--- src/rtl/fir_serial_mac_if.sv ---
// Handshake, delay-line and coefficient-port bundle for fir_serial_mac.
// The master side is the surrounding filter and delay line; the slave side is the sequencer/MAC.
interface fir_serial_mac_if #(
  parameter int Win      = 16,
  parameter int Wc       = 16,
  parameter int Wout     = 16,
  parameter int Num_coef = 17
);
  localparam int SW = (Num_coef > 1) ? $clog2(Num_coef) : 1;

  logic                   din_valid;
  logic                   din_ready;
  logic                   ce_out;
  logic [SW-1:0]          sel_out;
  logic signed [Win-1:0]  tap_in;
  logic                   coef_we;
  logic [SW-1:0]          coef_addr;
  logic signed [Wc-1:0]   coef_din;
  logic signed [Wout-1:0] dout;
  logic                   dout_valid;

  modport master (
    output din_valid, tap_in, coef_we, coef_addr, coef_din,
    input  din_ready, ce_out, sel_out, dout, dout_valid
  );

  modport slave (
    input  din_valid, tap_in, coef_we, coef_addr, coef_din,
    output din_ready, ce_out, sel_out, dout, dout_valid
  );
endinterface

--- src/rtl/fir_serial_mac.sv ---
// Serial FIR sequencer: accepts a sample, walks the shared tap delay line,
// multiply-accumulates against a local coefficient bank and emits a rounded, saturated result.
//
// state | meaning
// IDLE  | ready for a sample; coefficient writes honoured here only
// MAC   | N+1 cycles; selects taps 0..N-1 and accumulates the previous cycle's tap
// DONE  | round, saturate and register the result
module fir_serial_mac #(
  parameter int Win      = 16,
  parameter int Wc       = 16,
  parameter int Wout     = 16,
  parameter int Num_coef = 17,
  parameter int Shift    = 15
) (
  input logic            clk,
  input logic            rst,
  fir_serial_mac_if.slave bus
);

  localparam int SW = (Num_coef > 1) ? $clog2(Num_coef) : 1;
  localparam int CW = $clog2(Num_coef + 1);
  localparam int PW = Win + Wc;
  localparam int AW = PW + $clog2(Num_coef);
  localparam int RW = AW + 1;

  localparam logic signed [RW-1:0] HALF =
    (Shift > 0) ? (RW'(1) << ((Shift > 0) ? Shift - 1 : 0)) : '0;
  localparam logic signed [RW-1:0] MAXV = {{(RW-Wout+1){1'b0}}, {(Wout-1){1'b1}}};
  localparam logic signed [RW-1:0] MINV = {{(RW-Wout+1){1'b1}}, {(Wout-1){1'b0}}};

  typedef enum logic [1:0] {
    IDLE = 2'd0,
    MAC  = 2'd1,
    DONE = 2'd2
  } state_t;

  state_t                 state_q, state_d;
  logic [CW-1:0]          cnt_q, cnt_d;
  logic signed [AW-1:0]   acc_q, acc_d;
  logic signed [Wout-1:0] dout_q, dout_d;
  logic                   dout_valid_q, dout_valid_d;
  logic signed [Wc-1:0]   coef_q [Num_coef];

  logic                   din_ready;
  logic [SW-1:0]          sel;
  logic                   accept;
  logic                   coef_wr;
  logic [SW-1:0]          tap_idx;
  logic signed [Wc-1:0]   coef_cur;
  logic signed [PW-1:0]   prod;
  logic signed [RW-1:0]   rnd;

  assign accept  = bus.din_valid & din_ready;
  assign coef_wr = (state_q == IDLE) && bus.coef_we &&
                   ({1'b0, bus.coef_addr} < (SW+1)'(Num_coef));

  // State register
  always_ff @(posedge clk) begin
    if (rst) state_q <= IDLE;
    else     state_q <= state_d;
  end

  // Next-state logic
  always_comb begin
    state_d = state_q;
    case (state_q)
      IDLE:    if (accept) state_d = MAC;
      MAC:     if (cnt_q == CW'(Num_coef)) state_d = DONE;
      DONE:    state_d = IDLE;
      default: state_d = IDLE;
    endcase
  end

  // Output logic; sel holds the last tap during the final accumulate cycle
  always_comb begin
    din_ready = 1'b0;
    sel       = '0;
    case (state_q)
      IDLE: din_ready = 1'b1;
      MAC:  sel = (cnt_q < CW'(Num_coef)) ? SW'(cnt_q) : SW'(Num_coef - 1);
      default: ;
    endcase
  end

  // tap_in lags sel by one cycle, so cycle m pairs with coefficient m-1
  assign tap_idx  = (cnt_q == '0) ? '0 : SW'(cnt_q - CW'(1));
  assign coef_cur = coef_q[tap_idx];
  assign prod     = bus.tap_in * coef_cur;
  assign rnd      = (RW'(acc_q) + HALF) >>> Shift;

  always_comb begin
    cnt_d        = cnt_q;
    acc_d        = acc_q;
    dout_d       = dout_q;
    dout_valid_d = 1'b0;
    case (state_q)
      IDLE: begin
        if (accept) begin
          cnt_d = '0;
          acc_d = '0;
        end
      end
      MAC: begin
        if (cnt_q != '0) acc_d = acc_q + AW'(prod);
        if (cnt_q != CW'(Num_coef)) cnt_d = cnt_q + CW'(1);
      end
      DONE: begin
        dout_valid_d = 1'b1;
        if (rnd > MAXV)      dout_d = {1'b0, {(Wout-1){1'b1}}};
        else if (rnd < MINV) dout_d = {1'b1, {(Wout-1){1'b0}}};
        else                 dout_d = rnd[Wout-1:0];
      end
      default: ;
    endcase
  end

  always_ff @(posedge clk) begin
    if (rst) begin
      cnt_q        <= '0;
      acc_q        <= '0;
      dout_q       <= '0;
      dout_valid_q <= 1'b0;
      for (int i = 0; i < Num_coef; i++) coef_q[i] <= '0;
    end else begin
      cnt_q        <= cnt_d;
      acc_q        <= acc_d;
      dout_q       <= dout_d;
      dout_valid_q <= dout_valid_d;
      if (coef_wr) coef_q[bus.coef_addr] <= bus.coef_din;
    end
  end

  assign bus.din_ready  = din_ready;
  assign bus.ce_out     = accept;
  assign bus.sel_out    = sel;
  assign bus.dout       = dout_q;
  assign bus.dout_valid = dout_valid_q;

endmodule

--- src/flat_wrapper.sv ---
// flat-port wrapper written by rule: the top's interface ports become plain ports
module fir_serial_mac_flat 
#(
  parameter int Win      = 16,
  parameter int Wc       = 16,
  parameter int Wout     = 16,
  parameter int Num_coef = 17,
  parameter int Shift    = 15
)
  (clk, rst, bus_din_valid, bus_tap_in, bus_coef_we, bus_coef_addr, bus_coef_din, bus_din_ready, bus_ce_out, bus_sel_out, bus_dout, bus_dout_valid);
  fir_serial_mac_if #(.Win(Win), .Wc(Wc), .Wout(Wout), .Num_coef(Num_coef)) bus_i ();
  input logic clk;
  input logic rst;
  input wire logic [$bits(bus_i.din_valid)-1:0] bus_din_valid;
  input wire logic [$bits(bus_i.tap_in)-1:0] bus_tap_in;
  input wire logic [$bits(bus_i.coef_we)-1:0] bus_coef_we;
  input wire logic [$bits(bus_i.coef_addr)-1:0] bus_coef_addr;
  input wire logic [$bits(bus_i.coef_din)-1:0] bus_coef_din;
  output wire logic [$bits(bus_i.din_ready)-1:0] bus_din_ready;
  output wire logic [$bits(bus_i.ce_out)-1:0] bus_ce_out;
  output wire logic [$bits(bus_i.sel_out)-1:0] bus_sel_out;
  output wire logic [$bits(bus_i.dout)-1:0] bus_dout;
  output wire logic [$bits(bus_i.dout_valid)-1:0] bus_dout_valid;
  assign bus_i.din_valid = bus_din_valid;
  assign bus_i.tap_in = bus_tap_in;
  assign bus_i.coef_we = bus_coef_we;
  assign bus_i.coef_addr = bus_coef_addr;
  assign bus_i.coef_din = bus_coef_din;
  assign bus_din_ready = bus_i.din_ready;
  assign bus_ce_out = bus_i.ce_out;
  assign bus_sel_out = bus_i.sel_out;
  assign bus_dout = bus_i.dout;
  assign bus_dout_valid = bus_i.dout_valid;
  fir_serial_mac #(.Win(Win), .Wc(Wc), .Wout(Wout), .Num_coef(Num_coef), .Shift(Shift)) u_core (.clk(clk), .rst(rst), .bus(bus_i));
endmodule
--- config.mk ---
export PLATFORM = sky130hd
export DESIGN_NAME = fir_serial_mac_flat
export DESIGN_NICKNAME = d
export VERILOG_FILES = /design/src/rtl/fir_serial_mac_if.sv /design/src/rtl/fir_serial_mac.sv /design/src/flat_wrapper.sv
export SDC_FILE = /design/constraint.sdc
export NUM_CORES = 2
export LEC_CHECK = 0
export CORE_MARGIN = 2
export CORE_UTILIZATION = 45
export CTS_BUF_LIST = sky130_fd_sc_hd__clkbuf_8
export CTS_CLUSTER_DIAMETER = 120
export CTS_CLUSTER_SIZE = 24
export DETAILED_ROUTE_END_ITERATION = 8
export PLACE_DENSITY = 0.64
export SYNTH_ARGS = -nofsm -noshare
export SYNTH_HDL_FRONTEND = slang
export SYNTH_SLANG_ARGS = --single-unit
--- constraint.sdc ---
create_clock -name clk -period 10.2 [get_ports clk]
set_input_delay 2.04 -clock clk [delete_from_list [all_inputs] [get_ports clk]]
set_output_delay 2.04 -clock clk [all_outputs]
set_load 0.1 [all_outputs]
==> results.py <==
metrics = {
    "sta": {
        "rsz0062_at_grt": "no",
        "tightest_slew_ps": 1280,
        "finalHoldViolations": 0,
        "tns_ps": 0,
        "fmax_mhz": 104,
        "finalWorstPathRequiredPeriod_ps": 9600,
        "slew_headroom_pct": 14.6,
        "drv_slew": 0,
        "setup_violations": 0,
        "finalCritPeriodShare_pct": 94.1,
        "finalClockSkew_ps": 64.6,
    },
    "critical_path": {
        "reg2reg_depth": 32,
        "worst_path_max_delay_cell": "fa_2",
        "critPathMaxFanout": 41,
        "worst-setup-path-type": "flop to flop",
        "worstPathArrival_ps": 10220,
        "end_kind": "flop",
        "ff2ff_setup_slack_ps": 600,
        "r2r-end": "u_core.acc_q[35]$_SDFFE_PP0P_",
        "slowest_delay_ps": 750,
        "setup.worst_path.start": "u_core.cnt_q[1]$_SDFFE_PP0P_",
        "crit_top_cell": "fa_1",
        "crit-reg2reg-launch": "u_core.cnt_q[1]$_SDFFE_PP0P_",
        "crit_required_ps": 10820,
        "start_kind": "flop",
    },
    "yosys": {
        "ys.warnings.count": 0,
        "postSynth.asyncResetShare_pct": 0,
        "dominantRegCellSynth": "edfxtp_1",
        "synth_edf_count": 512,
        "synth.avg_cell_area_um2": 11.3,
        "ys_seq_area_share_pct": 45.6,
        "ys_ff_latch": 573,
        "synthCells": 3210,
        "ys_types": 72,
        "syn-cell-area_um2": 36400,
    },
    "worst_hold_path": {
        "hold_start": "u_core.bus.dout[15]$_SDFFE_PP0P_",
        "min_to": "u_core.bus.dout[15]$_SDFFE_PP0P_",
        "hp-class": "flop to flop",
        "min_path_cells": 2,
    },
    "cts": {
        "clkLatencyLatePin_ps": 750,
        "cts_tree": "yes",
        "cts_sinks": 573,
        "path_clk_slew_ps": 150,
        "root_buffer": "clkbuf_8",
        "clockBufferDepth": 3,
        "htreeDepth": 1,
        "ctsHoldBuffers": 0,
        "cts_made_buffers": 30,
    },
    "die": {
        "core_area_um2": 80300,
        "ios": 65,
        "die_w_um": 288,
        "std_cell_rows": 104,
        "start_util_pct": 45.3,
        "die_h_um": 288,
        "die_area_um2": 83100,
    },
    "run": {
        "cap_viol_max_count": 0,
    },
    "routing": {
        "drt_iter0_markers": 1881,
        "antenna_left": 0,
        "wl_per_cell_um": 20.4,
        "drc": 0,
        "finalWirelength_mm": 92.1,
        "first_pass_iters": 6,
        "via_count": 24300,
        "vias_per_cell": 5.38,
    },
    "global_route": {
        "grtUsageMet3_pct": 2.86,
        "grt.busiest_layer": "met2",
        "grt.overflow.total": 0,
        "grt_use_met2_pct": 38.0,
        "grt_pass1_vias": 24900,
        "grtUsageMet1_pct": 31.2,
        "antenna_found_initial": 3,
        "grtUsageTotal_pct": 22.6,
        "grt_pass1_wl_mm": 145,
        "grt_start_max_net_pins": 129,
    },
    "placed_design": {
        "numPortBuffers": 64,
        "place_congestion": 0.882,
        "place_hpwl_mm": 62.4,
    },
    "finish": {
        "diodes": 0,
        "area_growth_pct": 9.55,
        "layout-drive-gt1-share_pct": 5.40,
        "nNetsFinal": 3928,
    },
    "run_status": {
        "status": "finished clean",
    },
}
## worst max path at each step
stage	to	slack, ps	cells past startpoint
6_report	u_core.acc_q[35]$_SDFFE_PP0P_	600	32
2_1_floorplan	u_core.acc_q[35]$_SDFFE_PP0P_	800	38
5_1_grt	u_core.acc_q[35]$_SDFFE_PP0P_	70	32
3_5_place_dp	u_core.acc_q[35]$_SDFFE_PP0P_	470	32
3_3_place_gp	u_core.acc_q[33]$_SDFFE_PP0P_	630	34
4_1_cts	u_core.acc_q[35]$_SDFFE_PP0P_	350	32
## flip-flops by register name, summed over array words and instances (netlist names)
signal and cells:
u_core.acc_q 37, u_core.bus.dout 16, u_core.bus.dout_valid 1, u_core.cnt_q 5, u_core.coef_q 512, u_core.state_q 2
## cells in the mapped netlist, types with 5 or more instances
| cell | n | area (um2) |
|---|---|---|
| a31oi_1 | 13 | 81.3 |
| a22o_1 | 15 | 131 |
| inv_1 | 336 | 1260 |
| ha_1 | 113 | 1410 |
| dfxtp_1 | 61 | 1220 |
| xor2_1 | 26 | 228 |
| nand2_1 | 396 | 1490 |
| nor2b_1 | 38 | 238 |
| buf_2 | 43 | 215 |
| a21o_1 | 25 | 188 |
| or2_2 | 17 | 106 |
| nand2b_1 | 10 | 62.6 |
| a211oi_1 | 21 | 158 |
| o21ai_0 | 79 | 395 |
| a221oi_1 | 121 | 1060 |
| and2_1 | 393 | 2460 |
| nand4_1 | 5 | 31.3 |
| clkbuf_1 | 120 | 450 |
| fa_1 | 319 | 6390 |
| nand3_1 | 94 | 470 |
| edfxtp_1 | 512 | 15400 |
| nor3_1 | 31 | 155 |
| buf_4 | 26 | 195 |
| xnor2_1 | 33 | 289 |
| a21oi_1 | 81 | 405 |
| and3_1 | 46 | 288 |
| a311oi_1 | 60 | 526 |
| nor2_1 | 97 | 364 |
| mux2i_1 | 8 | 80.1 |
## layout make-up
type                       instances  area [um2]
tap                             1060        1330
fill                            7287       40400
timing repair buffer             168        1540
clock buffer                      30         413
clock inverter                    11         120
inverter                         337        1270
multi-input combinational       2345       18600
sequential                       573       16600
## worst max-delay path: cells and delay by family, from the launching register on
family                     cells  cell delay [ps]
AOI/OAI and AO/OA             12             2630
adders and majority gates      8             4020
buffers and inverters          6             1040
DFF                            1              360
and+or+nand+nor                6             1410
## cells in the final DEF, fill, tap and decap left out, drive strengths merged, types with 21 or more instances in the layout
cell / count
a211oi: 21
a21o: 29
a21oi: 81
a221oi: 121
a311oi: 60
and2: 393
and3: 46
buf: 105
clkbuf: 30
clkdlybuf4s50: 63
conb: 240
dfxtp: 61
edfxtp: 512
fa: 319
ha: 113
inv: 346
nand2: 398
nand3: 94
nor2: 98
nor2b: 39
nor3: 31
o21ai: 81
xnor2: 34
xor2: 26
## metal layers
layer / share of wire (%) / up-vias / wire length (um)
li1: - / 11100 / -
met1: 43 / 12300 / 40000
met2: 48 / 724 / 44400
met3: 6.0 / 128 / 5530
met4: 2.4 / 4 / 2220
met5: 0.029 / - / 27
## metrics by stage
stage | worst slack, ps | utilization (%) | hold slack [ps] | cell area, um2 | instances
6_report | 599 | 49.6 | 471 | 39900 | 4524
5_1_grt | 74.1 | 49.6 | 498 | 39900 | 4524
4_1_cts | 350 | 49.6 | 473 | 39800 | 4519
3_5_place_dp | 471 | 48.9 | 453 | 39300 | 4478
3_3_place_gp | 631 | 48.9 | 443 | 39300 | 4478
2_1_floorplan | 800 | - | 436 | 37300 | 3449
## kinds of logic (layout without fill, tap and decap cells)
kind of cell,Yosys count,count (layout),share of synthesized area (%)
xor gates and xnor gates,60,60,1.47
and+or+nand+nor,1152,1152,16.2
AOI/OAI and AO/OA,448,448,8.88
muxes,13,13,0.468
other,1,240,0.0103
adders and majority gates,432,432,21.4
DFF,573,573,45.6
buffers and inverters,531,546,5.96
## what timing repair did
action,4_1_cts,5_1_grt
setup endpoints to repair,0,3
resized for setup,0,4
buffers inserted,0,5
Power is not shown: default switching activity piles up to over one toggle a cycle in this logic, so the estimate is an artifact.
